--- config.mk ---
export PLATFORM = sky130hd
export DESIGN_NAME = text_cursor_writer_flat
export DESIGN_NICKNAME = d
export VERILOG_FILES = /design/src/rtl/text_cursor_writer_if.sv /design/src/rtl/text_cursor_writer.sv /design/src/flat_wrapper.sv
export SDC_FILE = /design/constraint.sdc
export NUM_CORES = 1
export LEC_CHECK = 0
export CAP_MARGIN = 20
export CORE_ASPECT_RATIO = 2
export CORE_MARGIN = 5
export CORE_UTILIZATION = 47
export DETAILED_ROUTE_END_ITERATION = 12
export PLACE_DENSITY = 0.75
export SYNTH_ARGS = -nofsm -noshare
export SYNTH_HDL_FRONTEND = slang
export SYNTH_SLANG_ARGS = --single-unit
--- constraint.sdc ---
create_clock -name clk -period 4.9 [get_ports clk]
set_input_delay 0.98 -clock clk [delete_from_list [all_inputs] [get_ports clk]]
set_output_delay 0.98 -clock clk [all_outputs]
set_load 0.05 [all_outputs]
--- src/rtl/text_cursor_writer_if.sv ---
// Byte-stream input and character-plane write bus of the text cursor writer.
// The master side feeds bytes and observes the writes; the slave side is the writer.
interface text_cursor_writer_if #(
  parameter int ROW_BIT_LEN    = 4,
  parameter int COL_BIT_LEN    = 5,
  parameter int CHAR_ID_LENGTH = 8
);
  logic [7:0]                in_data;
  logic                      in_valid;
  logic                      in_ready;
  logic                      wr_en;
  logic [ROW_BIT_LEN-1:0]    wr_row;
  logic [COL_BIT_LEN-1:0]    wr_col;
  logic [CHAR_ID_LENGTH-1:0] wr_char;
  logic [ROW_BIT_LEN-1:0]    cursor_row;
  logic [COL_BIT_LEN-1:0]    cursor_col;
  logic                      busy;

  modport master (
    output in_data, in_valid,
    input  in_ready, wr_en, wr_row, wr_col, wr_char, cursor_row, cursor_col, busy
  );

  modport slave (
    input  in_data, in_valid,
    output in_ready, wr_en, wr_row, wr_col, wr_char, cursor_row, cursor_col, busy
  );
endinterface

--- src/rtl/text_cursor_writer.sv ---
// Turns a valid/ready byte stream into single-cell character writes, tracking a
// text cursor and handling CR, LF, BS and FF with row and full-screen clears.
module text_cursor_writer #(
  parameter int                        ROW_NUMBER     = 16,
  parameter int                        COL_NUMBER     = 32,
  parameter int                        ROW_BIT_LEN    = 4,
  parameter int                        COL_BIT_LEN    = 5,
  parameter int                        CHAR_ID_LENGTH = 8,
  parameter logic [CHAR_ID_LENGTH-1:0] BLANK_CHAR     = 8'h20
) (
  input  logic                 clk,
  input  logic                 reset_n,
  text_cursor_writer_if.slave  bus
);

  typedef enum logic [1:0] {IDLE, EXEC, CLEAR_ROW, CLEAR_ALL} state_t;

  localparam logic [ROW_BIT_LEN-1:0] LAST_ROW      = ROW_BIT_LEN'(ROW_NUMBER - 1);
  localparam logic [COL_BIT_LEN-1:0] LAST_COL      = COL_BIT_LEN'(COL_NUMBER - 1);
  localparam logic [COL_BIT_LEN:0]   ROW_CNT_LAST  = (COL_BIT_LEN+1)'(COL_NUMBER - 1);

  localparam logic [7:0] CODE_BS = 8'h08;
  localparam logic [7:0] CODE_LF = 8'h0A;
  localparam logic [7:0] CODE_FF = 8'h0C;
  localparam logic [7:0] CODE_CR = 8'h0D;

  state_t                            state;
  logic [7:0]                        byte_q;
  logic [COL_BIT_LEN:0]              row_cnt;
  logic [ROW_BIT_LEN+COL_BIT_LEN-1:0] all_cnt;

  logic [ROW_BIT_LEN-1:0] all_row;
  logic [COL_BIT_LEN-1:0] all_col;
  logic [ROW_BIT_LEN-1:0] next_row;
  logic                   printable;

  // The clear-all counter is {row, col}; a column wrap jumps straight to the next row field.
  assign all_row   = all_cnt[COL_BIT_LEN +: ROW_BIT_LEN];
  assign all_col   = all_cnt[COL_BIT_LEN-1:0];
  assign next_row  = (bus.cursor_row == LAST_ROW) ? '0
                                                  : bus.cursor_row + ROW_BIT_LEN'(1);
  assign printable = (byte_q >= 8'h20) && (byte_q <= 8'h7E);

  // NOTE: every register here is updated with <= so all branches see pre-edge values.
  always_ff @(posedge clk or negedge reset_n) begin
    if (!reset_n) begin
      state          <= CLEAR_ALL;
      byte_q         <= '0;
      row_cnt        <= '0;
      all_cnt        <= '0;
      bus.in_ready   <= 1'b0;
      bus.busy       <= 1'b1;
      bus.wr_en      <= 1'b0;
      bus.wr_row     <= '0;
      bus.wr_col     <= '0;
      bus.wr_char    <= BLANK_CHAR;
      bus.cursor_row <= '0;
      bus.cursor_col <= '0;
    end else begin
      bus.wr_en <= 1'b0;
      case (state)
        IDLE: begin
          // in_ready rises one cycle after the state returns to IDLE.
          if (!bus.in_ready) begin
            bus.in_ready <= 1'b1;
          end else if (bus.in_valid) begin
            byte_q       <= bus.in_data;
            bus.in_ready <= 1'b0;
            bus.busy     <= 1'b1;
            state        <= EXEC;
          end
        end

        EXEC: begin
          state    <= IDLE;
          bus.busy <= 1'b0;
          if (printable) begin
            bus.wr_en   <= 1'b1;
            bus.wr_row  <= bus.cursor_row;
            bus.wr_col  <= bus.cursor_col;
            bus.wr_char <= CHAR_ID_LENGTH'(byte_q);
            if (bus.cursor_col == LAST_COL) begin
              bus.cursor_col <= '0;
              bus.cursor_row <= next_row;
              row_cnt        <= '0;
              bus.busy       <= 1'b1;
              state          <= CLEAR_ROW;
            end else begin
              bus.cursor_col <= bus.cursor_col + COL_BIT_LEN'(1);
            end
          end else begin
            case (byte_q)
              CODE_CR: bus.cursor_col <= '0;
              CODE_LF: begin
                bus.cursor_col <= '0;
                bus.cursor_row <= next_row;
                row_cnt        <= '0;
                bus.busy       <= 1'b1;
                state          <= CLEAR_ROW;
              end
              CODE_BS: begin
                if (bus.cursor_col != '0) begin
                  bus.wr_en      <= 1'b1;
                  bus.wr_row     <= bus.cursor_row;
                  bus.wr_col     <= bus.cursor_col - COL_BIT_LEN'(1);
                  bus.wr_char    <= BLANK_CHAR;
                  bus.cursor_col <= bus.cursor_col - COL_BIT_LEN'(1);
                end
              end
              CODE_FF: begin
                bus.cursor_row <= '0;
                bus.cursor_col <= '0;
                all_cnt        <= '0;
                bus.busy       <= 1'b1;
                state          <= CLEAR_ALL;
              end
              default: ;
            endcase
          end
        end

        CLEAR_ROW: begin
          bus.wr_en   <= 1'b1;
          bus.wr_row  <= bus.cursor_row;
          bus.wr_col  <= row_cnt[COL_BIT_LEN-1:0];
          bus.wr_char <= BLANK_CHAR;
          if (row_cnt == ROW_CNT_LAST) begin
            state    <= IDLE;
            bus.busy <= 1'b0;
          end else begin
            row_cnt <= row_cnt + (COL_BIT_LEN+1)'(1);
          end
        end

        CLEAR_ALL: begin
          bus.wr_en   <= 1'b1;
          bus.wr_row  <= all_row;
          bus.wr_col  <= all_col;
          bus.wr_char <= BLANK_CHAR;
          if (all_row == LAST_ROW && all_col == LAST_COL) begin
            state    <= IDLE;
            bus.busy <= 1'b0;
          end else if (all_col == LAST_COL) begin
            all_cnt <= {all_row + ROW_BIT_LEN'(1), COL_BIT_LEN'(0)};
          end else begin
            all_cnt <= all_cnt + (ROW_BIT_LEN+COL_BIT_LEN)'(1);
          end
        end

        default: state <= IDLE;
      endcase
    end
  end

endmodule

--- src/flat_wrapper.sv ---
// flat-port wrapper written by rule: the top's interface ports become plain ports
module text_cursor_writer_flat 
#(
  parameter int                        ROW_NUMBER     = 16,
  parameter int                        COL_NUMBER     = 32,
  parameter int                        ROW_BIT_LEN    = 4,
  parameter int                        COL_BIT_LEN    = 5,
  parameter int                        CHAR_ID_LENGTH = 8,
  parameter logic [CHAR_ID_LENGTH-1:0] BLANK_CHAR     = 8'h20
)
  (clk, reset_n, bus_in_data, bus_in_valid, bus_in_ready, bus_wr_en, bus_wr_row, bus_wr_col, bus_wr_char, bus_cursor_row, bus_cursor_col, bus_busy);
  text_cursor_writer_if #(.ROW_BIT_LEN(ROW_BIT_LEN), .COL_BIT_LEN(COL_BIT_LEN), .CHAR_ID_LENGTH(CHAR_ID_LENGTH)) bus_i ();
  input  logic clk;
  input  logic reset_n;
  input wire logic [$bits(bus_i.in_data)-1:0] bus_in_data;
  input wire logic [$bits(bus_i.in_valid)-1:0] bus_in_valid;
  output wire logic [$bits(bus_i.in_ready)-1:0] bus_in_ready;
  output wire logic [$bits(bus_i.wr_en)-1:0] bus_wr_en;
  output wire logic [$bits(bus_i.wr_row)-1:0] bus_wr_row;
  output wire logic [$bits(bus_i.wr_col)-1:0] bus_wr_col;
  output wire logic [$bits(bus_i.wr_char)-1:0] bus_wr_char;
  output wire logic [$bits(bus_i.cursor_row)-1:0] bus_cursor_row;
  output wire logic [$bits(bus_i.cursor_col)-1:0] bus_cursor_col;
  output wire logic [$bits(bus_i.busy)-1:0] bus_busy;
  assign bus_i.in_data = bus_in_data;
  assign bus_i.in_valid = bus_in_valid;
  assign bus_in_ready = bus_i.in_ready;
  assign bus_wr_en = bus_i.wr_en;
  assign bus_wr_row = bus_i.wr_row;
  assign bus_wr_col = bus_i.wr_col;
  assign bus_wr_char = bus_i.wr_char;
  assign bus_cursor_row = bus_i.cursor_row;
  assign bus_cursor_col = bus_i.cursor_col;
  assign bus_busy = bus_i.busy;
  text_cursor_writer #(.ROW_NUMBER(ROW_NUMBER), .COL_NUMBER(COL_NUMBER), .ROW_BIT_LEN(ROW_BIT_LEN), .COL_BIT_LEN(COL_BIT_LEN), .CHAR_ID_LENGTH(CHAR_ID_LENGTH), .BLANK_CHAR(BLANK_CHAR)) u_core (.clk(clk), .reset_n(reset_n), .bus(bus_i));
endmodule
==> run summary <==
Counting flops with a built-in enable in the synthesized netlist gives 0. The clock reaches the later pin of the worst-skew pair after 0.29 ns. The internal power of the cells is 1.28 mW. The layout has 615 filler cells.

The count of nets left with antenna violations once routing finished came out at 0. Critical setup path kind: flip-flop to primary output. The final number of max-transition violations was 0; the routed length per instance was 16.9 um. For the maximum number of pins on one net before global-route repair, the log shows 55. The via count of the first global-routing pass is 2597. The critical path goes through clkdlybuf4s50_1. For this design the top-level I/O count stands at 40. Across the routed clock network, the largest skew measured is 0.00606 ns. Prior to clock tree synthesis, the placed netlist has a worst setup slack of 2.38 ns.

Counting every sink on the clock net gives 54. The tools report the effective utilization at floorplan as 0.485. Fraction of the cycle the final worst path needs: 0.544. Synthesis instantiated 60 different standard cells from the library.

At the pin with the least slew margin, the transition time is 0.814 ns. Net switching share of the total power: 0.462. The number of endpoints with negative hold slack in the final report was 0.

The area growth from synthesis to layout is 19.5%. The floorplan step defined a die boundary enclosing 0.00839 mm^2. The maximum buffer depth of the clock tree was 2; the total net switching power was 1.09 mW. The area of combinational cells with multiple inputs came out at 0.00161 mm^2.

The library cells used most frequently in the layout, excluding fill and tap cells, are sky130_fd_sc_hd__dfrtp_1 (50), sky130_fd_sc_hd__clkdlybuf4s50_1 (38), sky130_fd_sc_hd__nand2_1 (29). The via count of the routed design was 2626; the top-area cell type share of the netlist area was 0.405. The fraction of layout instances using a drive strength above 1 was 0.0889. Global-route congestion overflow total: 0. In the post-synthesis netlist, the biggest area contributors are sky130_fd_sc_hd__dfrtp_1 (41%), sky130_fd_sc_hd__ha_1 (5.3%), sky130_fd_sc_hd__nand2_1 (3.5%). HPWL after detailed placement: 5650 um. The total design power was 2.37 mW; the overall die width was 67.3 um. Summed over all layers, the routed wires come to 7520 um.

The type of the worst min-delay path was flip-flop to flip-flop. The net count of the mapped netlist was 351; the number of buffer cells added on primary ports was 39. For the finished layout, the period the worst path requires is 2.66 ns. At the end of routability-driven placement, the weighted congestion stood at 0.832.

The worst slew margin relative to its limit is 0.453. The synthesized cell area is 0.00309 mm^2, and the area occupied by registers is 0.00136 mm^2. The root buffer cell chosen for the clock tree is sky130_fd_sc_hd__clkbuf_16. The run finished with clean final reports. The sequential share of power is 0.318, and the placement row count is 41. For the total number of yosys warnings, the log shows 0. Number of design rule violations left after detail routing: 0.

Leaving out fill and tap cells, the most frequent cell in the layout is sky130_fd_sc_hd__dfrtp_1. The async set-reset flop share out of synthesis is 1.00, and the fmax is 375 MHz. For this block, the initial DRC count from the detailed router was 227. For this run, the slowest stage of the critical path takes 0.87 ns. Setup slack on the worst reg-to-reg path comes out at 2.35 ns. The first global-routing pass estimated 12600 um of wire. Post-synthesis sequential element count: 54. Buffers inserted during clock tree synthesis total 5.

The worst setup path is launched from a flip-flop. The fraction of power consumed by combinational cells is 0.518. Once the clock tree was built, the resizer swapped 0 gates to a different size. The highest fanout seen on the critical path is 10. The endpoint required time on the critical path is 3.92 ns, and the number of nets at the end of the flow is 383.

The setup violation total in the final timing report is 0. The number of vias per cell after detailed routing works out to 5.89. Leakage power total: 1.55 nW. The max-capacitance violation count is 0. The core region is 0.00636 mm^2. Setup repair after global routing left no endpoint under its margin.

The global router's overall resource usage was 0.196; the power density relative to cell area was 643 mW/mm^2. STA classifies the critical path endpoint as a primary output. Each instance of the synthesized netlist takes up on average 9.44 um^2.

The run gives 0 as the initial antenna violation count. The run gives 0 as the cts-stage hold buffer count. The slowest stage of the critical path belongs to the cell sky130_fd_sc_hd__clkdlybuf4s50_1.

Once routing completed, OpenROAD measured the worst setup slack at 2.24 ns. The setup TNS is 0 ns. The tools report the iteration count of the initial detailed-routing pass as 4. The number of buffer and inverter stages on the critical path came out at 1. The kind of cell with the highest combined delay along the critical path is buffers and inverters. Clock-pin slew was measured on the worst setup and hold paths at 0.07 ns. Critical path arrival: 1.68 ns.

The synthesized design spends more area on one cell type than any other, namely sky130_fd_sc_hd__dfrtp_1. The register area share after synthesis is 0.439, and the post-CTS setup buffer count is 0. The number of antenna diodes in the final layout is 0. TritonCTS built the clock tree. The die is 125 um tall. The run gives 0.163 as the clock power share. In the synthesized netlist the dominant register cell turns out to be sky130_fd_sc_hd__dfrtp_1. The gate count after technology mapping was 327; the total number of H-tree levels was 2. The largest vdd supply drop came out at 349 uV.
## cell usage after synthesis, drive strengths merged, types with 2 or more instances
library cell,instances
nor3,5
dfstp,4
dfrtp,50
clkbuf,14
nand3,19
ha,13
o31ai,4
and2,2
nor3b,2
nand4,7
a211oi,4
a31oi,12
inv,10
a21boi,2
and4,4
or4b,2
a22oi,6
o211ai,4
mux2i,8
nor4,2
a22o,2
nand2b,8
or3b,2
mux2,9
o21a,3
o21ai,26
nand2,29
and3,6
a21oi,16
nor2,23
nand4b,2
nand3b,2
buf,3
or2,2
## power groups by stage
stage,Combinational (mW),Clock (mW),Sequential [mW]
5_1_grt,1.33,0.416,0.780
4_1_cts,1.24,0.394,0.752
6_report,1.23,0.387,0.755
2_1_floorplan,0.625,0,1.01
3_5_place_dp,1.23,0,0.760
3_3_place_gp,1.21,0,0.753
## final cells by class
| class | instances | area share |
|---|---|---|
| Clock buffer | 8 | 0.0451 |
| Inverter | 10 | 0.0102 |
| Multi-Input combinational cell | 246 | 0.437 |
| Sequential cell | 54 | 0.368 |
| Tap cell | 86 | 0.0292 |
| Timing Repair Buffer | 42 | 0.111 |
## metal layers
metal | global-route usage | up-vias | wire, um
met4 | 0.121 | 0 | 426
met1 | 0.215 | 1251 | 2820
met2 | 0.331 | 77 | 4010
met3 | 0.0361 | 26 | 268
li1 | - | 1272 | -
met5 | 0 | - | 0
## flip-flops by register name, summed over array words and instances, names as in the netlist, 2 cells and up
signal                 cells
u_core.all_cnt             9
u_core.bus.cursor_col      5
u_core.bus.cursor_row      4
u_core.bus.wr_char         8
u_core.bus.wr_col          5
u_core.bus.wr_row          4
u_core.byte_q              8
u_core.row_cnt             6
u_core.state               2
## final timing paths
| check | from | endpoint | depth (start not counted) |
|---|---|---|---|
| worst min-delay path | u_core.bus.wr_char[7] | u_core.bus.wr_char[7] | 1 |
| worst max-delay path | u_core.bus.cursor_col[2] | bus_cursor_col[2] | 1 |
| worst max register to register | u_core.byte_q[7] | u_core.all_cnt[2] | 5 |
| min in group asynchronous | reset_n | u_core.row_cnt[2] | 2 |
| worst min register to register | u_core.bus.wr_char[7] | u_core.bus.wr_char[7] | 1 |
| max in group asynchronous | reset_n | u_core.byte_q[4] | 2 |
## through the flow
stage                     cells  hold slack [ns]  area, um^2   util
after floorplan             327            0.479        3090      -
after global placement      437            0.472        3510  0.553
after detailed placement    438            0.473        3520  0.554
after CTS                   446            0.497        3690  0.580
after global routing        446            0.537        3690  0.580
final                       446            0.494        3690  0.580
## cells by family after synthesis
kind of cell,share of synthesized area
and+or+nand+nor,0.203
AOI/OAI and AO/OA,0.202
muxes,0.0588
adders and majority gates,0.0527
buffers and inverters,0.0381
xor gates and xnor gates,0.00568
DFF,0.439
Power figures use the tool's default switching activity.
